==> config.mk <==
export PLATFORM = sky130hd
export DESIGN_NAME = skew_stream_buffer
export DESIGN_NICKNAME = d
export VERILOG_FILES = /design/src/rtl/systolic_pkg.sv /design/src/rtl/skew_lane.sv /design/src/rtl/skew_stream_buffer.sv
export SDC_FILE = /design/constraint.sdc
export NUM_CORES = 2
export LEC_CHECK = 0
export ABC_AREA = 0
export CELL_PAD_IN_SITES_DETAIL_PLACEMENT = 1
export CELL_PAD_IN_SITES_GLOBAL_PLACEMENT = 1
export CORE_MARGIN = 2
export CORE_UTILIZATION = 61
export CTS_BUF_LIST = sky130_fd_sc_hd__clkbuf_8
export DETAILED_ROUTE_END_ITERATION = 12
export DONT_BUFFER_PORTS = 1
export PLACE_DENSITY = 0.86
export SYNTH_ARGS = -nofsm -noshare
export SYNTH_HDL_FRONTEND = slang
export SYNTH_SLANG_ARGS = --single-unit
==> constraint.sdc <==
create_clock -name clk -period 4.1 [get_ports clk]
set_clock_uncertainty 0.2 [all_clocks]
set_input_delay 0.41 -clock clk [delete_from_list [all_inputs] [get_ports clk]]
set_output_delay 0.41 -clock clk [all_outputs]
set_load 0.01 [all_outputs]
==> src/rtl/systolic_pkg.sv <==
// systolic_pkg: mode constants, FSM state type and the per-lane delay rule
// shared by the skew stream buffer and its lane sub-module.
package systolic_pkg;

    localparam int unsigned SKEW_MODE_FWD = 0;
    localparam int unsigned SKEW_MODE_REV = 1;

    typedef enum logic [1:0] {
        IDLE,
        STREAM,
        DRAIN
    } skew_state_e;

    // Delay in cycles for lane i of an n-lane edge: i for skew, n-1-i for de-skew.
    function automatic int unsigned lane_delay(int unsigned i, int unsigned n, int unsigned mode);
        return (mode == SKEW_MODE_REV) ? (n - 1 - i) : i;
    endfunction

endpackage

==> src/rtl/skew_lane.sv <==
// skew_lane: one lane of the skew buffer, a DEPTH-stage data+valid shift
// register that advances only when en is high. DEPTH=0 is a pure passthrough.
module skew_lane #(
    parameter int unsigned DATAWIDTH = 8,
    parameter int unsigned DEPTH     = 1
) (
    input  logic                 clk,
    input  logic                 rst_n,
    input  logic                 en,
    input  logic [DATAWIDTH-1:0] d_in,
    input  logic                 v_in,
    output logic [DATAWIDTH-1:0] d_out,
    output logic                 v_out
);

    if (DEPTH == 0) begin : g_pass
        logic unused_ctrl;
        assign unused_ctrl = ^{clk, rst_n, en};
        assign d_out       = d_in;
        assign v_out       = v_in;
    end else begin : g_pipe
        localparam int unsigned PW = DEPTH * DATAWIDTH;

        // Stage k occupies bits [k*DATAWIDTH +: DATAWIDTH]; stage 0 is the input end.
        logic [PW-1:0]    data_q, data_d;
        logic [DEPTH-1:0] valid_q, valid_d;

        // Shift one stage toward the output when enabled, otherwise hold.
        always_comb begin
            data_d  = data_q;
            valid_d = valid_q;
            if (en) begin
                data_d  = PW'({data_q, d_in});
                valid_d = DEPTH'({valid_q, v_in});
            end
        end

        // Pipe registers, cleared asynchronously.
        always_ff @(posedge clk or negedge rst_n) begin
            if (!rst_n) begin
                data_q  <= '0;
                valid_q <= '0;
            end else begin
                data_q  <= data_d;
                valid_q <= valid_d;
            end
        end

        assign d_out = data_q[(DEPTH-1)*DATAWIDTH +: DATAWIDTH];
        assign v_out = valid_q[DEPTH-1];
    end

endmodule

==> src/rtl/skew_stream_buffer.sv <==
// skew_stream_buffer: turns a stream of N_SIZE-lane row vectors into a
// diagonal wavefront (MODE=0, lane i delayed i) or realigns one (MODE=1,
// lane i delayed N_SIZE-1-i). Tracks tiles, self-drains after last_in and
// freezes entirely on stall.
// Optional build macro SKEW_STREAM_STATS_EN adds vec_count / stall_cycles.
module skew_stream_buffer
    import systolic_pkg::*;
#(
    parameter int unsigned DATAWIDTH = 8,
    parameter int unsigned N_SIZE    = 32,
    parameter int unsigned MODE      = 0
) (
    input  logic                 clk,
    input  logic                 rst_n,
    input  logic                 valid_in,
    input  logic                 last_in,
    input  logic [DATAWIDTH-1:0] in_A [N_SIZE],
    output logic                 in_ready,
    input  logic                 stall,
    output logic [DATAWIDTH-1:0] out [N_SIZE],
    output logic [N_SIZE-1:0]    out_valid,
    output logic                 busy,
    output logic                 tile_done
`ifdef SKEW_STREAM_STATS_EN
    ,
    output logic [31:0]          vec_count,
    output logic [31:0]          stall_cycles
`endif
);

    localparam int unsigned CW       = $clog2(N_SIZE);
    localparam int unsigned MODE_SEL = (MODE == SKEW_MODE_REV) ? SKEW_MODE_REV : SKEW_MODE_FWD;

    skew_state_e          state_q, state_d;
    logic [CW-1:0]        cnt_q, cnt_d;
    logic                 acc;
    logic                 adv;
    logic [DATAWIDTH-1:0] lane_data [N_SIZE];
    logic [N_SIZE-1:0]    lane_valid;

    assign adv      = ~stall;
    assign in_ready = ~stall & (state_q != DRAIN);
    assign acc      = valid_in & in_ready;
    assign busy     = (state_q != IDLE);

    for (genvar g = 0; g < N_SIZE; g++) begin : g_lane
        skew_lane #(
            .DATAWIDTH (DATAWIDTH),
            .DEPTH     (lane_delay(g, N_SIZE, MODE_SEL))
        ) u_lane (
            .clk   (clk),
            .rst_n (rst_n),
            .en    (adv),
            .d_in  (in_A[g]),
            .v_in  (acc),
            .d_out (lane_data[g]),
            .v_out (lane_valid[g])
        );
        assign out[g] = lane_valid[g] ? lane_data[g] : '0;
    end

    assign out_valid = lane_valid;

    // Tile FSM and drain countdown. tile_done is decoded from the current
    // count rather than registered so it lines up with the last tail element
    // leaving the deepest lane and drops to 0 in any stalled cycle.
    always_comb begin
        state_d   = state_q;
        cnt_d     = cnt_q;
        tile_done = 1'b0;
        case (state_q)
            IDLE, STREAM: begin
                if (acc) begin
                    if (last_in) begin
                        state_d = DRAIN;
                        cnt_d   = CW'(N_SIZE - 1);
                    end else begin
                        state_d = STREAM;
                    end
                end
            end
            DRAIN: begin
                if (!stall) begin
                    cnt_d = cnt_q - CW'(1);
                    if (cnt_q == CW'(1)) begin
                        state_d   = IDLE;
                        tile_done = 1'b1;
                    end
                end
            end
            default: state_d = IDLE;
        endcase
    end

    // FSM state and drain counter registers.
    always_ff @(posedge clk or negedge rst_n) begin
        if (!rst_n) begin
            state_q <= IDLE;
            cnt_q   <= '0;
        end else begin
            state_q <= state_d;
            cnt_q   <= cnt_d;
        end
    end

`ifdef SKEW_STREAM_STATS_EN
    logic [31:0] vec_count_q, vec_count_d;
    logic [31:0] stall_cycles_q, stall_cycles_d;

    // Saturating counters: accepted vectors and stalled cycles while busy.
    always_comb begin
        vec_count_d    = vec_count_q;
        stall_cycles_d = stall_cycles_q;
        if (acc && (vec_count_q != '1)) begin
            vec_count_d = vec_count_q + 32'd1;
        end
        if (stall && busy && (stall_cycles_q != '1)) begin
            stall_cycles_d = stall_cycles_q + 32'd1;
        end
    end

    // Statistics registers.
    always_ff @(posedge clk or negedge rst_n) begin
        if (!rst_n) begin
            vec_count_q    <= '0;
            stall_cycles_q <= '0;
        end else begin
            vec_count_q    <= vec_count_d;
            stall_cycles_q <= stall_cycles_d;
        end
    end

    assign vec_count    = vec_count_q;
    assign stall_cycles = stall_cycles_q;
`endif

endmodule
Word level (Yosys, flattened, before mapping)

Cells that the tools add are included.

Bitwise logic cells: 3
Equality and inequality tests: 8
Reductions and logical operators: 6
Divide/modulo/power cells: 0
Mux-type cells: 44
Add/subtract/negate cells: 1
Multiply operators: 0
Magnitude comparators: 0
Shift-type cells: 0

Operators with widths:

| cell                                                                    | count |
|---|---|
| 8-bit 2-to-1 mux                                                        | 32 |
| 5-bit 2-to-1 mux                                                        | 3 |
| 5-bit one-hot mux with 2 select lines                                   | 1 |
| 2-bit 2-to-1 mux                                                        | 4 |
| 2-bit inequality test, second input constant                            | 4 |
| 5-bit by 1-bit == test with 1-bit output, second input constant         | 1 |
| 5-bit by 1-bit subtractor with 5-bit output, second input constant      | 1 |
| 2-bit one-hot mux with 2 select lines                                   | 1 |
| 4-bit AND reduction                                                     | 1 |
| 2-bit nonzero test                                                      | 2 |
| 1-bit 2-to-1 mux                                                        | 3 |
| 3-bit AND reduction                                                     | 1 |
| 1-bit AND                                                               | 2 |
| 2-bit by 1-bit == test with 1-bit output, second input constant         | 1 |
| 2-bit == test, second input constant                                    | 1 |
| 2-bit zero test                                                         | 1 |
| 2-bit by 1-bit inequality test with 1-bit output, second input constant | 1 |
| 2-bit OR reduction                                                      | 1 |
| 1-bit NOT                                                               | 1 |

Bits in latches: 0
Bits in writable memories: 0
Memories: 0
Flip-flop bits (word level): 4471
Output and inout bits: 291
Memory bits (read-only): 0

Logic depth before layout (Yosys ltp)

Depth after elaboration: 5
Mapped depth: 5
Depth with buffers taken out: 5

By module

Synthesis repeated with hierarchy kept, for this count alone.

Cells, all modules: 9968
Area, all modules: 177860.6 um2

Modules (own cells, without submodules):

| module                        | cells an instance | area an instance (um2) | instances |
|---|---|---|---|
| skew_lane (g_lane[31].u_lane) | 597               | 10495.1                | 1 |
| skew_lane (g_lane[28].u_lane) | 540               | 10151.0                | 1 |
| skew_lane (g_lane[30].u_lane) | 578               | 10151.0                | 1 |
| skew_lane (g_lane[29].u_lane) | 559               | 9813.2                 | 1 |
| skew_lane (g_lane[26].u_lane) | 502               | 9400.3                 | 1 |
| skew_lane (g_lane[27].u_lane) | 521               | 9137.5                 | 1 |
| skew_lane (g_lane[25].u_lane) | 483               | 9024.9                 | 1 |
| skew_lane (g_lane[24].u_lane) | 464               | 8649.5                 | 1 |
| skew_lane (g_lane[23].u_lane) | 445               | 8274.2                 | 1 |
| skew_lane (g_lane[22].u_lane) | 426               | 7827.5                 | 1 |
| skew_lane (g_lane[21].u_lane) | 407               | 7485.9                 | 1 |
| skew_lane (g_lane[20].u_lane) | 388               | 7141.8                 | 1 |
| skew_lane (g_lane[19].u_lane) | 369               | 6766.5                 | 1 |
| skew_lane (g_lane[18].u_lane) | 350               | 6391.1                 | 1 |
| 19 more rows                  | --                | --                     | -- |

Worst setup path after synthesis

No wires, ideal clock.

Path type: register to output
From: reg cnt_q[1]
To: out tile_done
Arrival time: 1270 ps
Path slack: 2220 ps
Buffers on the path: 0
Cell stages (with the launch flop): 5
Cell sequence: dfrtp_1 > inv_1 > ha_1 > or4b_1 > nor3_1

Word-level cells in the longest chain between the ends: 4

Ends and longest elaborated chain:

| element                                  | line                      | RTL |
|---|---|---|
| start: declaration                       | skew_stream_buffer.sv:35  | `logic [CW-1:0] cnt_q, cnt_d;` |
| start signal: assignment                 | skew_stream_buffer.sv:102 | `cnt_q <= cnt_d;` |
| 5-bit by 1-bit == test with 1-bit output | skew_stream_buffer.sv:85  | `if (cnt_q == CW'(1)) begin` |
| 1-bit 2-to-1 mux                         | skew_stream_buffer.sv:85  |  |
| 1-bit 2-to-1 mux                         | skew_stream_buffer.sv:83  | `if (!stall) begin` |
| 1-bit 2-to-1 mux                         | skew_stream_buffer.sv:71  | `case (state_q)` |
| end: declaration                         | skew_stream_buffer.sv:23  | `output logic tile_done` |

No other way between the ends.

Final worst setup path

From: in stall
To: reg g_lane[24].u_lane.g_pipe.data_q[140]

RTL lines:

| element                | line                     | RTL |
|---|---|---|
| start: declaration     | skew_stream_buffer.sv:19 | `input logic stall,` |
| end signal: assignment | skew_lane.sv:44          | `data_q <= data_d;` |
| end: declaration       | skew_lane.sv:25          | `logic [PW-1:0] data_q, data_d;` |

No word-level cell between the ends.

==> out/qor.csv <==
stage,metric,value,unit
route,DRC,0,
grt,vias in the first global route,92000,
synth,Yosys Warn Count,0,
synth,Yosys cell types,28,
setup_path,crit path kind,in -> reg,
grt,initial antenna violation count,56,
sta,final-report max-slew violation count,121,
final_layout,Nets,9839,
sta,Setup TNS,0,ps
setup_path,CP Capture Type,flip-flop,
synth,post-synthesis sequential area ratio,65.9,%
grt,first-pass GRT wire length,613,mm
status,status,"complete, but fails checks",
synth,mapped cell area,152000,sq um
route,Antenna Violating Nets Remaining,0,
cts,maximum clock path buffer count,4,
synth,Area contributors post-synth,"dfrtp_1, mux2_2, buf_6",
sta,slew at the pin with the worst max-slew slack,1670,ps
die,initial core utilization,61.2,%
placed_design,area of placed instances,153000,sq um
die,core box area,248000,sq um
grt,total track usage,32.1,%
final_layout,layout cells sized above 1,49.8,%
grt,GR Overflow Total,0,
cts,Sink Count,4006,
setup_path,max incr delay on CP,730,ps
synth,"count leader, synth",dfrtp_1,
synth,number of synthesized register bits,4006,
sta,final hold violation count,0,
synth,Mean Syn Cell Area,17.3,sq um
cts,CTS root buffer,clkbuf_8,
sta,Final Setup Violations,0,
power,Pwr Density,730,nW/um^2
setup_path,critical path's slowest cell,bufbuf_16,
job,# Max-Cap Violations,0,
sta,period utilization,99.8,%
power,Pint,85.3,mW
route,DR WL/cell,31.1,um
placed_design,I/O Buffers,0,
cts,post-cts gate resize count,0,
placed_design,GPL Wtd Cong,0.758,
status,failing checks,max-slew violations,
final_layout,fin area,171000,sq um
cts,H-tree lvl count,6,
synth,Async SR Flop Fraction,100,%
power,Clock power frac,28.4,%
die,chip height,503,um
synth,Synth top cells by count,"dfrtp_1, mux2_2, buf_6",
setup_path,CP Max Fanout,133,
route,DR pass1 iterations,7,
cts,Clock transition at path regs,70,ps
sta,f_max,244,MHz
power,share of power burned in registers,53.6,%
route,vias per inst,5.81,
worst_hold_path,Hold Path Class,reg -> reg,
synth,Synth Net Count,9036,
final_layout,P&R area growth vs syn,12.4,%
cts,total CTS buffers,640,
synth,Synth Flop Type,dfrtp_1,
route,total number of vias,77700,
setup_path,cell mode on critical path,buf_16,
setup_path,CP required,4870,ps
power,maximum vdd drop,0.525,mV
route,DR iter-0 viols,5268,
power,P_sw,39.5,mW
cts,CTS tree,done,
die,Die W,503,um
synth,largest area contributor in the netlist,dfrtp_1,
die,Ports,552,
cts,worst-skew pair later-pin latency,1150,ps
placed_design,post-place setup slack,-2840,ps
sta,Worst slew margin,-11.2,%
sta,Tmin final,4090,ps
sta,RSZ-0062 raised after global routing,false,
placed_design,post-DP HPWL,171,mm
setup_path,CP cell instances,dlygate4sd3_1 -> buf_16 -> buf_12 -> buf_16 -> buf_16 -> buf_16 -> buf_16 -> bufbuf_16 -> mux2_2,
die,row count,183,
synth,Mapped Cells,8773,
final_layout,# fillers,20200,
die,die area,253000,sq um
power,sw frac,31.6,%
setup_path,Worst setup SP type,primary input,
power,Lkg Pwr,76.3,nW
grt,pin count of the biggest net entering global routing,272,
setup_path,Worst EP arrival,4870,ps
sta,setup ws final,6.34,ps
synth,Post-synth EDFFs,0,
power,logic gate share of total power,18.0,%
synth,Yosys top cell area share,65.9,%
route,final wirelength,416,mm
==> per-stage QoR <==
stage | std cells | hold WS [ps] | power (mW) | util, %
floorplan | 8773 | -85.6 | 76.2 | -
global placement | 11700 | 179 | 80.1 | 61.5
detailed placement | 11700 | 188 | 84.0 | 61.5
CTS | 13300 | 143 | 121 | 68.8
global route | 13400 | 247 | 130 | 68.9
finish | 13400 | 235 | 125 | 68.9
==> placed cells by master, fill, tap and decap left out, drive strengths merged, types with 8 or more instances in the layout <==
master       count
dfrtp         4006
mux2          3998
clkbuf         785
dlygate4sd3    514
and2           249
inv            238
buf            112
clkinv          37
diode           31
clkinvlp        11
bufbuf          11
and3             8
==> flip-flops by register name, indices dropped and copies added (netlist names) <==
| register | count |
|---|---|
| g_lane.u_lane.g_pipe.data_q | 3960 |
| state_q | 2 |
| g_lane.u_lane.d_out | 8 |
| g_lane.u_lane.g_pipe.valid_q | 31 |
| cnt_q | 5 |
==> final timing paths <==
kind | startpoint | end | slack [ps] | cells past startpoint
max | stall | g_lane[24].u_lane.g_pipe.data_q[140]$_DFFE_PN0N_ | 6 | 9
min | g_lane[26].u_lane.g_pipe.data_q[8]$_DFFE_PN0N_ | g_lane[26].u_lane.g_pipe.data_q[16]$_DFFE_PN0N_ | 240 | 1
max reg2reg | state_q[1]$_DFFE_PN0P_ | cnt_q[1]$_DFFE_PN0P_ | 1840 | 4
min reg2reg | g_lane[26].u_lane.g_pipe.data_q[8]$_DFFE_PN0N_ | g_lane[26].u_lane.g_pipe.data_q[16]$_DFFE_PN0N_ | 240 | 1
max in group asynchronous | rst_n | g_lane[21].u_lane.g_pipe.data_q[39]$_DFFE_PN0N_ | 1870 | 6
min in group asynchronous | rst_n | g_lane[14].u_lane.g_pipe.data_q[17]$_DFFE_PN0N_ | 580 | 4
==> power groups by stage <==
stage	Clock [mW]	Combinational, mW	Sequential (mW)
after floorplan	0	16.2	60.0
after global placement	0	17.5	62.6
after detailed placement	0	19.4	64.5
after CTS	34.3	21.2	65.1
after global routing	37.5	23.9	68.1
final	35.4	22.5	66.9
==> repair_timing <==
item                                   4_1_cts  5_1_grt
cloned                                      11        3
hold buffers                               523        0
setup endpoints to repair                 1314      540
setup buffers                                0        0
endpoints found under the hold margin     4112        0
==> cells by family after synthesis <==
kind of cell | synth area share [%]
AOI/OAI and AO/OA | 0.0519
xor gates and xnor gates | 0.00576
adders and majority gates | 0.0165
buffers and inverters | 3.24
DFF | 65.9
muxes | 29.6
and+or+nand+nor | 1.12
==> area by class of cell <==
| class | instances | area [sq um] | share of cell area [%] |
|---|---|---|---|
| Inverter | 2 | 7.51 | 0.00439 |
| Timing Repair Buffer | 640 | 7270 | 4.25 |
| Multi-Input combinational cell | 4286 | 46800 | 27.4 |
| Antenna cell | 31 | 77.6 | 0.0454 |
| Clock buffer | 782 | 10800 | 6.30 |
| Sequential cell | 4006 | 100000 | 58.7 |
| Clock inverter | 290 | 1540 | 0.902 |
| Tap cell | 3330 | 4170 | 2.44 |
==> per-layer routing <==
metal / global-route usage [%] / routed length (um) / share of wire (%) / up-vias
met3: 5.92 / 18200 / 4.4 / 1063
met2: 58.0 / 224000 / 54 / 2170
met4: 15.2 / 21800 / 5.3 / 38
li1: - / - / - / 32500
met5: 0 / 245 / 0.059 / -
met1: 36.8 / 152000 / 36 / 41900
==> critical path, delay by kind of cell <==
kind / cells / cell delay [ps]
buffers and inverters: 8 / 3290
muxes: 1 / 440
Note: power is estimated with default switching activity, not from simulation.
